==> src/rtl/pic_pkg.sv <==
// Shared types and constants for the 8259A-style interrupt controller blocks.
package pic_pkg;

  localparam int NUM_IRQ = 8;
  localparam int LEVEL_W = 3;
  localparam logic [LEVEL_W-1:0] SPURIOUS_LEVEL = 3'd7;

  typedef enum logic {
    IDLE      = 1'b0,
    ACK1_DONE = 1'b1
  } isc_state_e;

  function automatic logic [NUM_IRQ-1:0] level_mask(input logic [LEVEL_W-1:0] lvl);
    return NUM_IRQ'(1) << lvl;
  endfunction

endpackage

==> src/rtl/in_service_control_if.sv <==
// Signal bundle between the in-service controller and its surroundings
// (resolver, INTA synchroniser, command decoder, data bus).
interface in_service_control_if;
  import pic_pkg::*;

  logic [NUM_IRQ-1:0] interruptVector;
  logic               intaStrobe;
  logic [4:0]         vectorBase;
  logic               autoEoi;
  logic               eoiCmd;
  logic               specificEoi;
  logic [LEVEL_W-1:0] eoiLevel;
  logic [NUM_IRQ-1:0] ISR;
  logic [NUM_IRQ-1:0] irrClear;
  logic               INT;
  logic [7:0]         dataOut;
  logic               dataOutValid;

  modport slave (
    input  interruptVector, intaStrobe, vectorBase, autoEoi,
           eoiCmd, specificEoi, eoiLevel,
    output ISR, irrClear, INT, dataOut, dataOutValid
  );

  modport master (
    output interruptVector, intaStrobe, vectorBase, autoEoi,
           eoiCmd, specificEoi, eoiLevel,
    input  ISR, irrClear, INT, dataOut, dataOutValid
  );
endinterface

==> src/rtl/in_service_control_lowest_set_index.sv <==
// Priority encoder: index of the lowest set bit, plus a valid flag when any bit is set.
module lowest_set_index
  import pic_pkg::*;
(
  input  logic [NUM_IRQ-1:0] i_vec,
  output logic [LEVEL_W-1:0] o_index,
  output logic               o_valid
);

  always_comb begin
    // NOTE: defaults first so every path assigns both outputs and no latch is inferred.
    o_index = '0;
    o_valid = 1'b0;
    // Scan downward so the last hit, i.e. the lowest index, is the one kept.
    for (int i = NUM_IRQ - 1; i >= 0; i--) begin
      if (i_vec[i]) begin
        o_index = LEVEL_W'(i);
        o_valid = 1'b1;
      end
    end
  end

endmodule

==> src/rtl/in_service_control.sv <==
// In-service control: runs the two-pulse 8086 INTA sequence, owns the ISR,
// and applies non-specific, specific and automatic EOI.
module in_service_control
  import pic_pkg::*;
(
  input  logic           clk,
  input  logic           reset,
  in_service_control_if.slave bus
);

  isc_state_e         r_state;
  logic [LEVEL_W-1:0] r_active_level;
  logic               r_spurious;
  logic [NUM_IRQ-1:0] r_isr;
  logic [NUM_IRQ-1:0] r_irr_clear;
  logic               r_int;
  logic [7:0]         r_data_out;
  logic               r_data_valid;

  logic [LEVEL_W-1:0] w_vec_idx;
  logic               w_vec_valid;
  logic [LEVEL_W-1:0] w_eoi_idx;
  logic               w_eoi_valid;
  logic               w_first_ack;
  logic               w_second_ack;
  logic [NUM_IRQ-1:0] w_set_mask;
  logic [NUM_IRQ-1:0] w_clr_mask;
  logic [NUM_IRQ-1:0] w_isr_next;

  lowest_set_index u_vec_enc (
    .i_vec   (bus.interruptVector),
    .o_index (w_vec_idx),
    .o_valid (w_vec_valid)
  );

  // Non-specific EOI searches the ISR as it stands before this cycle's set.
  lowest_set_index u_eoi_enc (
    .i_vec   (r_isr),
    .o_index (w_eoi_idx),
    .o_valid (w_eoi_valid)
  );

  always_comb begin
    w_first_ack  = (r_state == IDLE) && bus.intaStrobe;
    w_second_ack = (r_state == ACK1_DONE) && bus.intaStrobe;
    w_set_mask   = (w_first_ack && w_vec_valid) ? level_mask(w_vec_idx) : '0;

    w_clr_mask = '0;
    if (bus.eoiCmd) begin
      if (bus.specificEoi)
        w_clr_mask = w_clr_mask | level_mask(bus.eoiLevel);
      else if (w_eoi_valid)
        w_clr_mask = w_clr_mask | level_mask(w_eoi_idx);
    end
    if (w_second_ack && bus.autoEoi && !r_spurious)
      w_clr_mask = w_clr_mask | level_mask(r_active_level);

    // Set is applied after the clears so a same-bit collision keeps the bit.
    w_isr_next = (r_isr & ~w_clr_mask) | w_set_mask;
  end

  always_ff @(posedge clk or posedge reset) begin
    if (reset) begin
      r_state        <= IDLE;
      r_active_level <= '0;
      r_spurious     <= 1'b0;
      r_isr          <= '0;
      r_irr_clear    <= '0;
      r_int          <= 1'b0;
      r_data_out     <= '0;
      r_data_valid   <= 1'b0;
    end else begin
      // NOTE: non-blocking assignments so every register samples pre-edge values.
      r_isr        <= w_isr_next;
      r_irr_clear  <= w_set_mask;
      r_data_valid <= 1'b0;
      case (r_state)
        IDLE: begin
          if (bus.intaStrobe) begin
            r_active_level <= w_vec_valid ? w_vec_idx : SPURIOUS_LEVEL;
            r_spurious     <= !w_vec_valid;
            r_int          <= 1'b0;
            r_state        <= ACK1_DONE;
          end else begin
            r_int <= |bus.interruptVector;
          end
        end
        ACK1_DONE: begin
          // Level is frozen between the acknowledges; INT stays low.
          r_int <= 1'b0;
          if (bus.intaStrobe) begin
            r_data_out   <= {bus.vectorBase, r_active_level};
            r_data_valid <= 1'b1;
            r_state      <= IDLE;
          end
        end
      endcase
    end
  end

  assign bus.ISR          = r_isr;
  assign bus.irrClear     = r_irr_clear;
  assign bus.INT          = r_int;
  assign bus.dataOut      = r_data_out;
  assign bus.dataOutValid = r_data_valid;

endmodule

==> src/flat_wrapper.sv <==
// flat-port wrapper written by rule: the top's interface ports become plain ports
module in_service_control_flat import pic_pkg::*;
  (clk, reset, bus_interruptVector, bus_intaStrobe, bus_vectorBase, bus_autoEoi, bus_eoiCmd, bus_specificEoi, bus_eoiLevel, bus_ISR, bus_irrClear, bus_INT, bus_dataOut, bus_dataOutValid);
  in_service_control_if bus_i ();
  input  logic clk;
  input  logic reset;
  input wire logic [$bits(bus_i.interruptVector)-1:0] bus_interruptVector;
  input wire logic [$bits(bus_i.intaStrobe)-1:0] bus_intaStrobe;
  input wire logic [$bits(bus_i.vectorBase)-1:0] bus_vectorBase;
  input wire logic [$bits(bus_i.autoEoi)-1:0] bus_autoEoi;
  input wire logic [$bits(bus_i.eoiCmd)-1:0] bus_eoiCmd;
  input wire logic [$bits(bus_i.specificEoi)-1:0] bus_specificEoi;
  input wire logic [$bits(bus_i.eoiLevel)-1:0] bus_eoiLevel;
  output wire logic [$bits(bus_i.ISR)-1:0] bus_ISR;
  output wire logic [$bits(bus_i.irrClear)-1:0] bus_irrClear;
  output wire logic [$bits(bus_i.INT)-1:0] bus_INT;
  output wire logic [$bits(bus_i.dataOut)-1:0] bus_dataOut;
  output wire logic [$bits(bus_i.dataOutValid)-1:0] bus_dataOutValid;
  assign bus_i.interruptVector = bus_interruptVector;
  assign bus_i.intaStrobe = bus_intaStrobe;
  assign bus_i.vectorBase = bus_vectorBase;
  assign bus_i.autoEoi = bus_autoEoi;
  assign bus_i.eoiCmd = bus_eoiCmd;
  assign bus_i.specificEoi = bus_specificEoi;
  assign bus_i.eoiLevel = bus_eoiLevel;
  assign bus_ISR = bus_i.ISR;
  assign bus_irrClear = bus_i.irrClear;
  assign bus_INT = bus_i.INT;
  assign bus_dataOut = bus_i.dataOut;
  assign bus_dataOutValid = bus_i.dataOutValid;
  in_service_control u_core (.clk(clk), .reset(reset), .bus(bus_i));
endmodule
==> config.mk <==
export PLATFORM = sky130hd
export DESIGN_NAME = in_service_control_flat
export DESIGN_NICKNAME = d
export VERILOG_FILES = /design/src/rtl/pic_pkg.sv /design/src/rtl/in_service_control_if.sv /design/src/rtl/in_service_control_lowest_set_index.sv /design/src/rtl/in_service_control.sv /design/src/flat_wrapper.sv
export SDC_FILE = /design/constraint.sdc
export NUM_CORES = 1
export LEC_CHECK = 0
export CAP_MARGIN = 20
export CORE_MARGIN = 5
export CORE_UTILIZATION = 39
export CTS_CLUSTER_SIZE = 30
export DETAILED_ROUTE_END_ITERATION = 6
export DONT_BUFFER_PORTS = 1
export HOLD_SLACK_MARGIN = 0.05
export PLACE_DENSITY_LB_ADDON = 0.25
export SYNTH_ARGS = -nofsm -noshare
export SYNTH_HDL_FRONTEND = slang
export SYNTH_SLANG_ARGS = --single-unit
export TNS_END_PERCENT = 30
==> constraint.sdc <==
create_clock -name clk -period 1.44 [get_ports clk]
set_clock_uncertainty 0.1 [all_clocks]
set_input_delay 0.288 -clock clk [delete_from_list [all_inputs] [get_ports clk]]
set_output_delay 0.288 -clock clk [all_outputs]
set_load 0.01 [all_outputs]
==> reports/results.txt <==
Outcome: finished, violations left
Violated checks: setup timing
Layout Cells excl Fill: 201
Met2 Resource Use GR: 0.228
Clock buffer depth: 2
Slew @ Worst Pin: 0.395 ns
Area growth from synthesis to layout: 25.5%
Pre-CTS WS: 0.00774 ns
Req. time, crit path: 1.51 ns
Max_cap viols: 0
F_max: 694 MHz
Via density: 5.35
Fin. Hold Viols: 0
Final ANT Viol Nets: 0
Tot GR Track Use: 0.145
Setup ws final: -0.000168 ns
Largest net degree at the start of global routing: 32
Hold Worst Slack: 0.0591 ns
Worst path bufs/invs: 0
CP max stage cell: dfrtp_1
Count of different cell masters after synthesis: 41
Initial antenna violation count: 0
Final setup fails: 1
Pwr/cell area: 1660 nW/um2
Sw Pwr: 921 uW
Sequential share of the synthesized area: 0.540
Die Area: 5000 um2
Combinational fraction of design power: 0.234
Syn nets: 152
Chip Width: 70.7 um
Power consumption: 3000 uW
Hold Path Class: primary input to flop
Routing usage on met1: 0.163
Crit path launch type: flop
Area contributors post-synth: dfrtp_1 (54%), mux2_2 (6.3%), nand3_1 (2.8%), nor2_1 (2.6%), nand2_1 (2.3%)
Share of the synthesized area in the top cell type: 0.540
Largest delay contributor family on the critical path: simple AND/OR/NAND/NOR gates
Sink Count: 31
CP Capture Type: flop
Number of diodes: 0
Crit path cell chain: nor4_4 -> nand4b_1 -> o2111ai_1 -> o21ai_1
Drt total wl: 3440 um
Number of I/O port buffers: 0
Fin crit share: 1.00
Worst path max stage delay: 0.40 ns
Post-synth top area cell: dfrtp_1
Core Region: 3610 um2
Worst reg2reg setup slack: -0.0002 ns
Internal: 2080 uW
Sw frac: 0.307
Row Count: 22
Filler Cell Count: 341
Initial Util: 0.399
DR iter-0 viols: 55
CP Class: flop to flop
Worst vdd ir: 0.688 mV
Worst R2R Start: u_core.bus.ISR[2]
Die Span Y: 70.7 um
GPL Wtd Cong: 0.802
Share of layout cells above drive strength 1: 0.261
Min-delay src: bus_vectorBase[1]
Yosys reg bits: 31
Drt drc: 0
GR Overflow Total: 0
Routed WL per cell: 17.1 um
Flop pwr share: 0.469
Global-route wire length before repair: 5560 um
TritonCTS buffer count: 5
Number of global-route vias before repair: 1135
H-Tree Level Count: 2
Max transition margin: 0.736
Tmin final: 1.44 ns
CP arrival: 1.51 ns
Setup crit start: u_core.bus.ISR[2]
Worst-path maximum fanout: 3
Clock power frac: 0.297
Dpl cells: 183
Met3 Track Usage GR: 0.0668
Pleak: 0.000801 uW
RSZ-0062 raised after global routing: true
Final nets: 176
Vias: 1076
Reg clk slew, reported paths: 0.07 ns
Ports: 48
Clock Latency Late Sink: 0.28 ns
Root buf cell: clkbuf_8
Mapped Avg Cell Area: 11.2 um2
Slew Viols, Final: 0
Mapped cell area: 1440 um2
CTS tree: yes
Most Crowded Layer GR: met2
Synth Instances: 128
DP Wirelength: 2440 um
Synth warnings: 0
First-pass DRT Iterations: 4
==> flip-flops by register name (all words and copies together), names as in the netlist <==
name                     count
u_core.bus.ISR               8
u_core.bus.dataOut           8
u_core.bus.irrClear          8
u_core.r_active_level        3
u_core.bus.INT               1
u_core.bus.dataOutValid      1
u_core.r_spurious            1
u_core.r_state               1
==> placed cells by master (no fill, tap or decap), drive strengths merged, types with 3 or more instances in the layout <==
cell         count
a31o             4
buf             10
inv              8
nand3b           4
and4b            3
o31ai            3
nand2            9
clkbuf           6
o21ai            6
nor3             4
nor2            11
mux2             8
nand3            8
dlygate4sd3      9
dfrtp           31
==> layout make-up <==
class                      instances  area (um2)  share of cell area
clock buffer                       6        82.6              0.0458
inverter                           8        30.0              0.0166
tap                               48        60.1              0.0333
multi-input combinational         87         656               0.363
clock inverter                     2        35.0              0.0194
sequential                        31         776               0.430
timing repair buffer              19         165              0.0915
==> metrics by stage <==
step	area, um2	utilization	setup TNS, ns
4_1_cts	1740	0.483	0
2_1_floorplan	1440	-	0
3_5_place_dp	1560	0.432	0
6_report	1800	0.500	-0.000168
5_1_grt	1800	0.500	-0.143
3_3_place_gp	1560	0.432	0
==> final timing paths <==
check / endpoint / cells past startpoint
worst max-delay path: u_core.bus.ISR[6] / 4
worst min register to register: u_core.bus.INT / 1
worst min-delay path: u_core.bus.dataOut[4] / 1
min in group asynchronous: u_core.bus.irrClear[0] / 3
max in group asynchronous: u_core.bus.dataOut[4] / 3
worst max register to register: u_core.bus.ISR[6] / 4
==> cell usage after synthesis, drive strengths merged <==
library cell   n
a21oi          2
a31o           4
a32oi          1
and2           1
and3           2
and4b          3
and4bb         1
buf            1
clkbuf         1
dfrtp         31
ha             2
inv            8
mux2           8
nand2          9
nand2b         2
nand3          8
nand3b         4
nand4          1
nand4b         1
nor2          11
nor2b          1
nor3           4
nor3b          2
nor4           2
o2111ai        1
o21a           1
o21ai          6
o21ba          1
o22a           2
o31a           2
o31ai          3
o32ai          2
==> power by group through the flow <==
stage	registers, uW	clock network, uW	logic (uW)
final	1410	893	702
after CTS	1410	909	682
after detailed placement	1420	0	658
after floorplan	1380	0	444
after global routing	1450	975	780
after global placement	1410	0	631
==> cells by family (layout without fill, tap and decap cells) <==
| group | after synthesis | count (layout) | synth area share |
|---|---|---|---|
| AO/OA/AOI/OAI | 25 | 25 | 0.138 |
| flip-flops | 31 | 31 | 0.540 |
| buffers and inverters | 10 | 35 | 0.0270 |
| multiplexers | 8 | 8 | 0.0627 |
| adder cells (fa/ha/maj) | 2 | 2 | 0.0174 |
| AND/OR/NAND/NOR | 52 | 52 | 0.216 |
==> what timing repair did <==
action | in CTS | in global routing
setup buffers | 0 | 1
pin swaps | 0 | 3
gates resized for setup | 1 | 6
hold buffers | 6 | 3
endpoints found under the setup margin | 2 | 9
endpoints found under the hold margin | 36 | 3
==> layer usage <==
layer	part of all wire	vias up
met5	0	-
met4	0.024	0
met1	0.40	524
met3	0.078	7
li1	-	515
met2	0.50	30
Note: power is estimated with default switching activity, not from simulation.
